File: config.mk
export PLATFORM = sky130hd
export DESIGN_NAME = mips_multicycle_ctrl
export DESIGN_NICKNAME = d
export VERILOG_FILES = /design/src/rtl/mips_multicycle_ctrl.sv
export SDC_FILE = /design/constraint.sdc
export NUM_CORES = 1
export LEC_CHECK = 0
export CAP_MARGIN = 30
export CORE_MARGIN = 5
export CORE_UTILIZATION = 35
export DETAILED_ROUTE_END_ITERATION = 12
export GPL_ROUTABILITY_DRIVEN = 0
export HOLD_SLACK_MARGIN = 0.05
export SLEW_MARGIN = 20
export SYNTH_ARGS = -nofsm -noshare
export SYNTH_HDL_FRONTEND = slang
export SYNTH_SLANG_ARGS = --single-unit
File: constraint.sdc
create_clock -name clk -period 5.87 [get_ports clk]
set_clock_uncertainty 0.1 [all_clocks]
set_input_delay 0.587 -clock clk [delete_from_list [all_inputs] [get_ports clk]]
set_output_delay 0.587 -clock clk [all_outputs]
set_load 0.02 [all_outputs]
File: src/rtl/mips_multicycle_ctrl.sv
// Multicycle control FSM for the MIPS32 core: sequences fetch/decode/execute over a shared datapath.
// Optional performance counters (instret, cycles) are built when MIPS_CTRL_PERF_EN is defined.
module mips_multicycle_ctrl #(
  parameter int TIMEOUT_W   = 8,
  parameter int TIMEOUT_MAX = 255
) (
  input  logic       clk,
  input  logic       rst_n,
  input  logic       run,
  input  logic [5:0] opcode,
  input  logic [5:0] funct,
  input  logic       zero,
  input  logic       mem_ack,
  output logic       mem_req,
  output logic       mem_we,
  output logic       iord,
  output logic       ir_write,
  output logic       pc_write,
  output logic       pc_write_cond,
  output logic [1:0] pc_source,
  output logic       alu_src_a,
  output logic [1:0] alu_src_b,
  output logic [1:0] alu_op,
  output logic       reg_write,
  output logic       reg_dst,
  output logic       mem_to_reg,
  output logic       illegal,
  output logic       bus_err,
  output logic [3:0] state
`ifdef MIPS_CTRL_PERF_EN
  ,
  output logic [31:0] instret,
  output logic [31:0] cycles
`endif
);

  typedef enum logic [3:0] {
    S_IDLE    = 4'd0,
    S_FETCH   = 4'd1,
    S_DECODE  = 4'd2,
    S_MEMADDR = 4'd3,
    S_MEMRD   = 4'd4,
    S_MEMWB   = 4'd5,
    S_MEMWR   = 4'd6,
    S_EXEC    = 4'd7,
    S_RWB     = 4'd8,
    S_BRANCH  = 4'd9,
    S_JUMP    = 4'd10,
    S_HALT    = 4'd15
  } state_t;

  typedef enum logic [2:0] {
    C_RTYPE, C_LW, C_SW, C_ADDI, C_BEQ, C_J, C_BAD
  } cls_t;

  localparam logic [TIMEOUT_W-1:0] TO_LAST = TIMEOUT_W'(TIMEOUT_MAX - 1);

  state_t               state_q, state_d;
  cls_t                 cls_q, cls_d;
  logic [TIMEOUT_W-1:0] cnt_q, cnt_d;
  logic                 illegal_q, illegal_d;
  logic                 bus_err_q, bus_err_d;
  state_t               ret_state;
  logic                 mem_state;

  // funct is decoded by the downstream ALU control; zero gates the PC load in the datapath.
  logic unused_inputs;
  assign unused_inputs = ^{funct, zero};

  always_ff @(posedge clk or negedge rst_n) begin
    if (!rst_n) begin
      state_q   <= S_IDLE;
      cls_q     <= C_RTYPE;
      cnt_q     <= '0;
      illegal_q <= 1'b0;
      bus_err_q <= 1'b0;
    end else begin
      state_q   <= state_d;
      cls_q     <= cls_d;
      cnt_q     <= cnt_d;
      illegal_q <= illegal_d;
      bus_err_q <= bus_err_d;
    end
  end

  always_comb begin
    state_d   = state_q;
    cls_d     = cls_q;
    cnt_d     = '0;
    illegal_d = illegal_q;
    bus_err_d = bus_err_q;
    ret_state = run ? S_FETCH : S_IDLE;
    mem_state = (state_q == S_FETCH) || (state_q == S_MEMRD) || (state_q == S_MEMWR);

    // Counter is zero in every non-memory state, so each memory state starts from 0.
    if (mem_state && !mem_ack) begin
      if (cnt_q == TO_LAST) begin
        bus_err_d = 1'b1;
        state_d   = S_HALT;
      end else begin
        cnt_d = cnt_q + TIMEOUT_W'(1);
      end
    end

    case (state_q)
      S_IDLE:    if (run) state_d = S_FETCH;
      S_FETCH:   if (mem_ack) state_d = S_DECODE;
      S_DECODE: begin
        case (opcode)
          6'h23:   begin cls_d = C_LW;    state_d = S_MEMADDR; end
          6'h2B:   begin cls_d = C_SW;    state_d = S_MEMADDR; end
          6'h08:   begin cls_d = C_ADDI;  state_d = S_MEMADDR; end
          6'h00:   begin cls_d = C_RTYPE; state_d = S_EXEC;    end
          6'h04:   begin cls_d = C_BEQ;   state_d = S_BRANCH;  end
          6'h02:   begin cls_d = C_J;     state_d = S_JUMP;    end
          default: begin cls_d = C_BAD;   state_d = S_HALT; illegal_d = 1'b1; end
        endcase
      end
      S_MEMADDR: begin
        case (cls_q)
          C_LW:    state_d = S_MEMRD;
          C_SW:    state_d = S_MEMWR;
          default: state_d = S_RWB;
        endcase
      end
      S_MEMRD:   if (mem_ack) state_d = S_MEMWB;
      S_MEMWR:   if (mem_ack) state_d = ret_state;
      S_EXEC:    state_d = S_RWB;
      S_MEMWB, S_RWB, S_BRANCH, S_JUMP: state_d = ret_state;
      S_HALT:    state_d = S_HALT;
      default:   state_d = S_HALT;
    endcase
  end

  always_comb begin
    mem_req       = 1'b0;
    mem_we        = 1'b0;
    iord          = 1'b0;
    ir_write      = 1'b0;
    pc_write      = 1'b0;
    pc_write_cond = 1'b0;
    pc_source     = 2'd0;
    alu_src_a     = 1'b0;
    alu_src_b     = 2'd0;
    alu_op        = 2'd0;
    reg_write     = 1'b0;
    reg_dst       = 1'b0;
    mem_to_reg    = 1'b0;
    case (state_q)
      S_FETCH: begin
        mem_req   = 1'b1;
        alu_src_b = 2'd1;
        ir_write  = mem_ack;
        pc_write  = mem_ack;
      end
      S_DECODE:  alu_src_b = 2'd3;
      S_MEMADDR: begin alu_src_a = 1'b1; alu_src_b = 2'd2; end
      S_MEMRD:   begin mem_req = 1'b1; iord = 1'b1; end
      S_MEMWB:   begin reg_write = 1'b1; mem_to_reg = 1'b1; end
      S_MEMWR:   begin mem_req = 1'b1; mem_we = 1'b1; iord = 1'b1; end
      S_EXEC: begin
        alu_src_a = 1'b1;
        alu_op    = 2'd2;
        reg_dst   = (cls_q == C_RTYPE);
      end
      S_RWB: begin
        reg_write = 1'b1;
        reg_dst   = (cls_q == C_RTYPE);
      end
      S_BRANCH: begin
        alu_src_a     = 1'b1;
        alu_op        = 2'd1;
        pc_write_cond = 1'b1;
        pc_source     = 2'd1;
      end
      S_JUMP:  begin pc_write = 1'b1; pc_source = 2'd2; end
      default: ;
    endcase
  end

  assign illegal = illegal_q;
  assign bus_err = bus_err_q;
  assign state   = state_q;

`ifdef MIPS_CTRL_PERF_EN
  logic [31:0] instret_q, instret_d;
  logic [31:0] cycles_q, cycles_d;
  logic        retire;

  always_comb begin
    retire    = (state_q == S_MEMWB) || (state_q == S_RWB) || (state_q == S_BRANCH) ||
                (state_q == S_JUMP) || ((state_q == S_MEMWR) && mem_ack);
    instret_d = retire ? instret_q + 32'd1 : instret_q;
    cycles_d  = ((state_q != S_IDLE) && (state_q != S_HALT)) ? cycles_q + 32'd1 : cycles_q;
  end

  always_ff @(posedge clk or negedge rst_n) begin
    if (!rst_n) begin
      instret_q <= '0;
      cycles_q  <= '0;
    end else begin
      instret_q <= instret_d;
      cycles_q  <= cycles_d;
    end
  end

  assign instret = instret_q;
  assign cycles  = cycles_q;
`endif

endmodule

Yosys cells after proc, flatten, opt, wreduce, memory -nomap -nowiden
Index checks and enable logic that the tools add are counted.
- register bits: 17
- input port bits: 17
- output and inout bits: 22
- word-level logic and storage cells: 68
- add/sub/neg operators: 1
- equal/unequal tests: 18
- muxes and demuxes: 26
- bitwise gates (word level): 1
- reductions and logical operators: 17
- operator list (kind ; count):
    4-bit case mux with 8 select lines ; 1
    4-bit 2-to-1 mux ; 6
    3-bit case mux with 6 select lines ; 1
    4-bit by 3-bit equality test with 1-bit output (second input constant) ; 4
    8-bit 2-to-1 mux ; 2
    4-bit case mux with 4 select lines ; 1
    4-bit equality test (second input constant) ; 3
    6-bit equality test (second input constant) ; 2
    1-bit 2-to-1 mux ; 10
    3-bit OR reduction ; 3
    8-bit by 1-bit adder with 8-bit output (second input constant) ; 1
    4-bit by 2-bit equality test with 1-bit output (second input constant) ; 2
    8-bit equality test (second input constant) ; 1
    2-bit case mux with 2 select lines ; 2
    4-bit case mux with 2 select lines ; 1
    6-bit by 2-bit equality test with 1-bit output (second input constant) ; 1
    6-bit by 3-bit equality test with 1-bit output (second input constant) ; 1
    6-bit by 4-bit equality test with 1-bit output (second input constant) ; 1
    6-bit logical NOT ; 1
    2-bit case mux with 3 select lines ; 1
    2-bit OR reduction ; 3
    6-bit OR reduction ; 1
    4-bit by 1-bit equality test with 1-bit output (second input constant) ; 1
    4-bit logical NOT ; 1
    other kinds (10) ; 12

Logic depth before layout (Yosys ltp)
- word-level depth: 7
- mapped depth: 6

Worst setup path before layout
OpenSTA, ideal clock, no wires.
- path kind: register -> output
- start point: register state_q[0] (netlist: state[0])
- end point: output port reg_dst
- arrival time: 2055 ps
- required time: 5183 ps
- path slack: 3128 ps
- stages on the path, launching flop included: 7
- path buffers: 2
- cell sequence: dfrtp_1 buf_2 clkbuf_1 nand2_1 nor2_1 a21oi_1 nor4_1
- word-level cells in the longest chain between the ends: 3
- RTL lines (element ; line ; text):
    start, declared ; 58 ; state_t state_q, state_d;
    start signal, assigned ; 78 ; state_q <= state_d;
    4-bit equality test or 4-bit by 3-bit equality test with 1-bit output (tied branches) ; 149 ; case (state_q)
    2-bit OR reduction (no line) (*) ; -- ;
    1-bit 2-to-1 mux (*) ; -- ;
    end, declared ; 25 ; output logic reg_dst,
Mark *: on every way between the ends. The rest lies on a longest branch, timed or not.

Worst setup path after layout
- start point: register state_q[1] (netlist: state[1])
- end point: output port pc_write
- word-level cells in the longest chain between the ends: 2
- RTL lines (element ; line ; text):
    4-bit equality test or 4-bit by 1-bit equality test with 1-bit output (tied branches) ; 149 ;
    1-bit case mux with 2 select lines (*) ; 149 ;
    end, declared ; 18 ; output logic pc_write,
Marked as above.

==> impl_summary.md <==
Timing
The number of pins exceeding their max-slew limit in the final report came to 0. Setup total negative slack on the finished layout was measured at 0 ns. Setup repair after global routing left no endpoint under its margin.

The final critical-path share of the clock period is 0.566. Derived from the worst setup path, the maximum achievable clock frequency is 0.301 GHz. The clock period minus worst slack is 3.32 ns. The transition at the pin with the smallest max-transition slack is 0.760 ns. Measured against its own limit, the worst slew margin works out to 0.492. Setup violations remaining at the end of the flow were counted as 0.

The final count of hold timing violations is 0.

Clock tree
The number of hold buffers added after CTS was 0. The number of buffers between clock root and the deepest sink is 2. The tree is rooted in a sky130_fd_sc_hd__clkbuf_4.

The count of buffers added by post-CTS timing repair for setup is 0. In this run the number of H-tree levels came out at 1. The clock transition at the registers of the reported paths is ~0.10 ns.

The number of buffers created by CTS is 3. The number of gates resized after CTS was 0. TritonCTS built the clock tree.

The number of sinks driven by the clock tree is 17. The clock insertion delay at the later pin of the skew report is 0.29 ns.

Detailed routing
The number of nets still failing antenna checks after routing is 0. For this block, the initial DRC count from the detailed router was 50. The number of vias per cell after detailed routing is around 5.3. After detailed routing, the number of remaining DRC violations is 0. After detailed routing, the total wire length is roughly 3000 um.

The total iterations of the first detailed-routing run is 4. Summing over every cut layer, the via total after detailed routing is 1153. The detail-routed net length per standard cell is 14.1 um.

Setup path
The endpoint of the lowest-slack register-to-register path is state[2]. In this design, the largest share of critical-path delay is due to simple AND/OR/NAND/NOR gates. The cell at the slowest stage of the critical path is sky130_fd_sc_hd__or4b_4. For the worst flop-to-flop path, the logic depth is 4. The worst endpoint data arrival time is 2.64 ns. The critical path's largest stage delay is 0.66 ns. STA puts the critical path data required time at 5.18 ns.

The slack of the worst reg-to-reg path is about 3.5 ns. Counting both buffers and inverters, the worst setup path holds a total of 1. Walking the worst path, the cells encountered are or4b_4 -> or2_2 -> o21ai_0 -> clkdlybuf4s50_1. The startpoint type of the worst setup path is a register. The endpoint class of the critical path is an output pin. The worst reg2reg path startpoint is state[1]. The path type of the worst setup path is reg2out.

The maximum fanout count along the critical path is 19.

Cells and area
The layout cell share with drive strength beyond 1 is 0.0819. The count of antenna diodes in the layout is 0. Leaving out fill and tap cells, the most frequent cell in the layout is sky130_fd_sc_hd__clkdlybuf4s50_1. In the layout the commonest cells are sky130_fd_sc_hd__clkdlybuf4s50_1, sky130_fd_sc_hd__nor2_1, sky130_fd_sc_hd__dfrtp_1, sky130_fd_sc_hd__nand2_1, sky130_fd_sc_hd__inv_1.

The filler cells instantiated in the layout total 357. The post-synthesis to final-layout area growth is 27.3%. With fillers left out, the area of the finished cells amounts to 1580 um^2. Measured on the finished design, the core utilization comes to 0.465. The net total in the final layout is 191.

Power and ir drop
For this design the ratio of total power to cell area is ~440 nW/um^2. In this run the static leakage power is 0.621 nW. Across the VDD grid, the largest voltage drop is between 0.0002 and 0.00025 V.

Synthesis
The multiplexer share of the synthesized area is 0.0182. Counting flops and latches in the post-synthesis netlist gives 17. The count of cell types in the netlist is 46. The share of synthesized cell area in and, or, nand and nor gates is 0.275. After synthesis, the largest family of logic cells by area is simple AND/OR/NAND/NOR gates. The sequential cell area fraction in the yosys report is 0.343. The average cell area after synthesis is 8.43 um^2. The Yosys warning count is 0. The proportion of synthesized flip-flops having asynchronous set or reset is 1.00. The net count after synthesis is about 170.

The synthesized-area fraction occupied by ao, oa, aoi and oai cells is 0.209. The post-synthesis xor/xnor area fraction is 0.0636. The cell area after technology mapping is 1240 um^2.

The most used flip-flop cell after synthesis is sky130_fd_sc_hd__dfrtp_1. Synthesis produced a netlist whose cell count is 147. Counting flops with a built-in enable in the synthesized netlist gives 0. Of the total synthesized cell area, the portion taken by full adders, half adders and majority gates is 0.0202.

Hold path
The worst hold path terminates at illegal. Along the worst hold path, the cell count comes to 1. In this run the worst hold path is classified as reg2reg.

The source of the worst hold timing path is illegal.

GRT
The overall global routing resource usage is 0.135. Summed over all layers, the global routing overflow is 0. The first global-routing pass estimated 5510 um of wire. The maximum number of pins on one net before global-route repair is 24.

The number of global-route vias before repair is approximately 1.2k. The number of antenna violations at the first check in global routing is 0.

Floorplanning
The area of the die is around 4800 um^2. The width of the die is 69.5 um. 39 I/O pins were placed. The cell row count is 21. The core box area is roughly 3400 um^2. The floorplan step set the die height to 69.5 um. The initial utilization of the core area, before any placement, comes to 0.365.

Placement
After detailed placement, the total cell area comes to 1550 um^2. The number of I/O port buffers is 31. The placed wire-length estimate after detailed placement is 2290 um.

Job
The count of maximum capacitance violations is 0.

Run status
The flow ran to the end, and the final reports show no timing, DRC or antenna violations.
Yosys cell counts, types with 2 or more instances:
cell type / n / share of area
sky130_fd_sc_hd__nor2_1: 22 / 0.067
sky130_fd_sc_hd__dfrtp_1: 17 / 0.34
sky130_fd_sc_hd__nand2_1: 11 / 0.033
sky130_fd_sc_hd__inv_1: 8 / 0.024
sky130_fd_sc_hd__clkbuf_1: 7 / 0.021
sky130_fd_sc_hd__o21ai_0: 6 / 0.024
sky130_fd_sc_hd__a21oi_1: 5 / 0.020
sky130_fd_sc_hd__nand2b_1: 5 / 0.025
sky130_fd_sc_hd__nand3_1: 5 / 0.020
sky130_fd_sc_hd__xor2_1: 5 / 0.035
sky130_fd_sc_hd__xnor2_1: 4 / 0.028
sky130_fd_sc_hd__a211oi_1: 2 / 0.012
sky130_fd_sc_hd__a21boi_0: 2 / 0.012
sky130_fd_sc_hd__a21o_1: 2 / 0.012
sky130_fd_sc_hd__and3_1: 2 / 0.010
sky130_fd_sc_hd__buf_4: 2 / 0.012
sky130_fd_sc_hd__ha_1: 2 / 0.020
sky130_fd_sc_hd__mux2_2: 2 / 0.018
sky130_fd_sc_hd__nand4_1: 2 / 0.010
sky130_fd_sc_hd__nor3_1: 2 / 0.0081
sky130_fd_sc_hd__nor4_1: 2 / 0.010
sky130_fd_sc_hd__o211ai_1: 2 / 0.012
sky130_fd_sc_hd__o221ai_1: 2 / 0.014
sky130_fd_sc_hd__o31ai_1: 2 / 0.012
sky130_fd_sc_hd__o41ai_1: 2 / 0.014
sky130_fd_sc_hd__or2_2: 2 / 0.010
sky130_fd_sc_hd__or3_1: 2 / 0.010
sky130_fd_sc_hd__or3b_2: 2 / 0.014
area by class of cell:
cell class	count	area, um^2	area share
Clock buffer	3	22.5	0.0143
Clock inverter	1	5.00	0.00317
Inverter	8	30.0	0.0190
Multi-Input combinational cell	111	726	0.460
Sequential cell	17	425	0.270
Tap cell	46	57.6	0.0365
Timing Repair Buffer	31	310	0.197
how the worst max path moves through the flow:
stage | cells after the start | start | endpoint
floorplan | 6 | state[0] | reg_dst
global placement | 5 | mem_ack | pc_write
detailed placement | 5 | mem_ack | pc_write
CTS | 4 | state[1] | pc_write
global route | 4 | state[1] | pc_write
finish | 4 | state[1] | pc_write
worst reg2reg max path: stages, from the launching register on:
cell                        delay [ns]
sky130_fd_sc_hd__dfrtp_1          0.62
sky130_fd_sc_hd__or4b_4           0.66
sky130_fd_sc_hd__a2111oi_4        0.56
sky130_fd_sc_hd__nor2_2           0.06
sky130_fd_sc_hd__o311ai_2         0.26
stage by stage:
stage                     power (W)  hold WS [ns]  setup WS [ns]  cells
after CTS                  0.000709         0.387           2.51    217
after floorplan            0.000493         0.191           3.13    147
after detailed placement   0.000643         0.355           2.73    213
after global routing       0.000760         0.395           2.37    217
after global placement     0.000634         0.356           2.80    213
final                      0.000701         0.378           2.55    217
report_power, final:
group / leakage, nW / switching, W / total, W / internal, W
registers: 0.218 / 0.0000850 / 0.000229 / 0.000144
clock network: 0.0177 / 0.0000369 / 0.0000622 / 0.0000253
logic: 0.385 / 0.000209 / 0.000410 / 0.000200
layer usage:
metal	up-vias	GRT usage	share of wire
li1	571	-	-
met1	546	0.171	0.47
met2	34	0.228	0.46
met3	2	0.0435	0.064
met4	0	0.0195	0.0036
met5	-	0	0
flip-flops by register name, indices dropped and copies added (netlist names):
name     flops
cnt_q        8
illegal      1
state        4
bus_err      1
cls_q        3
kinds of logic (layout without fill, tap and decap cells):
| kind of cell | Yosys count | count (layout) |
|---|---|---|
| compound gates | 33 | 33 |
| xor+xnor | 9 | 9 |
| fa+ha+maj | 2 | 2 |
| buf+inv | 19 | 43 |
| flops | 17 | 17 |
| mux | 2 | 2 |
| simple gates | 65 | 65 |
Note: power is estimated with default switching activity, not from simulation.
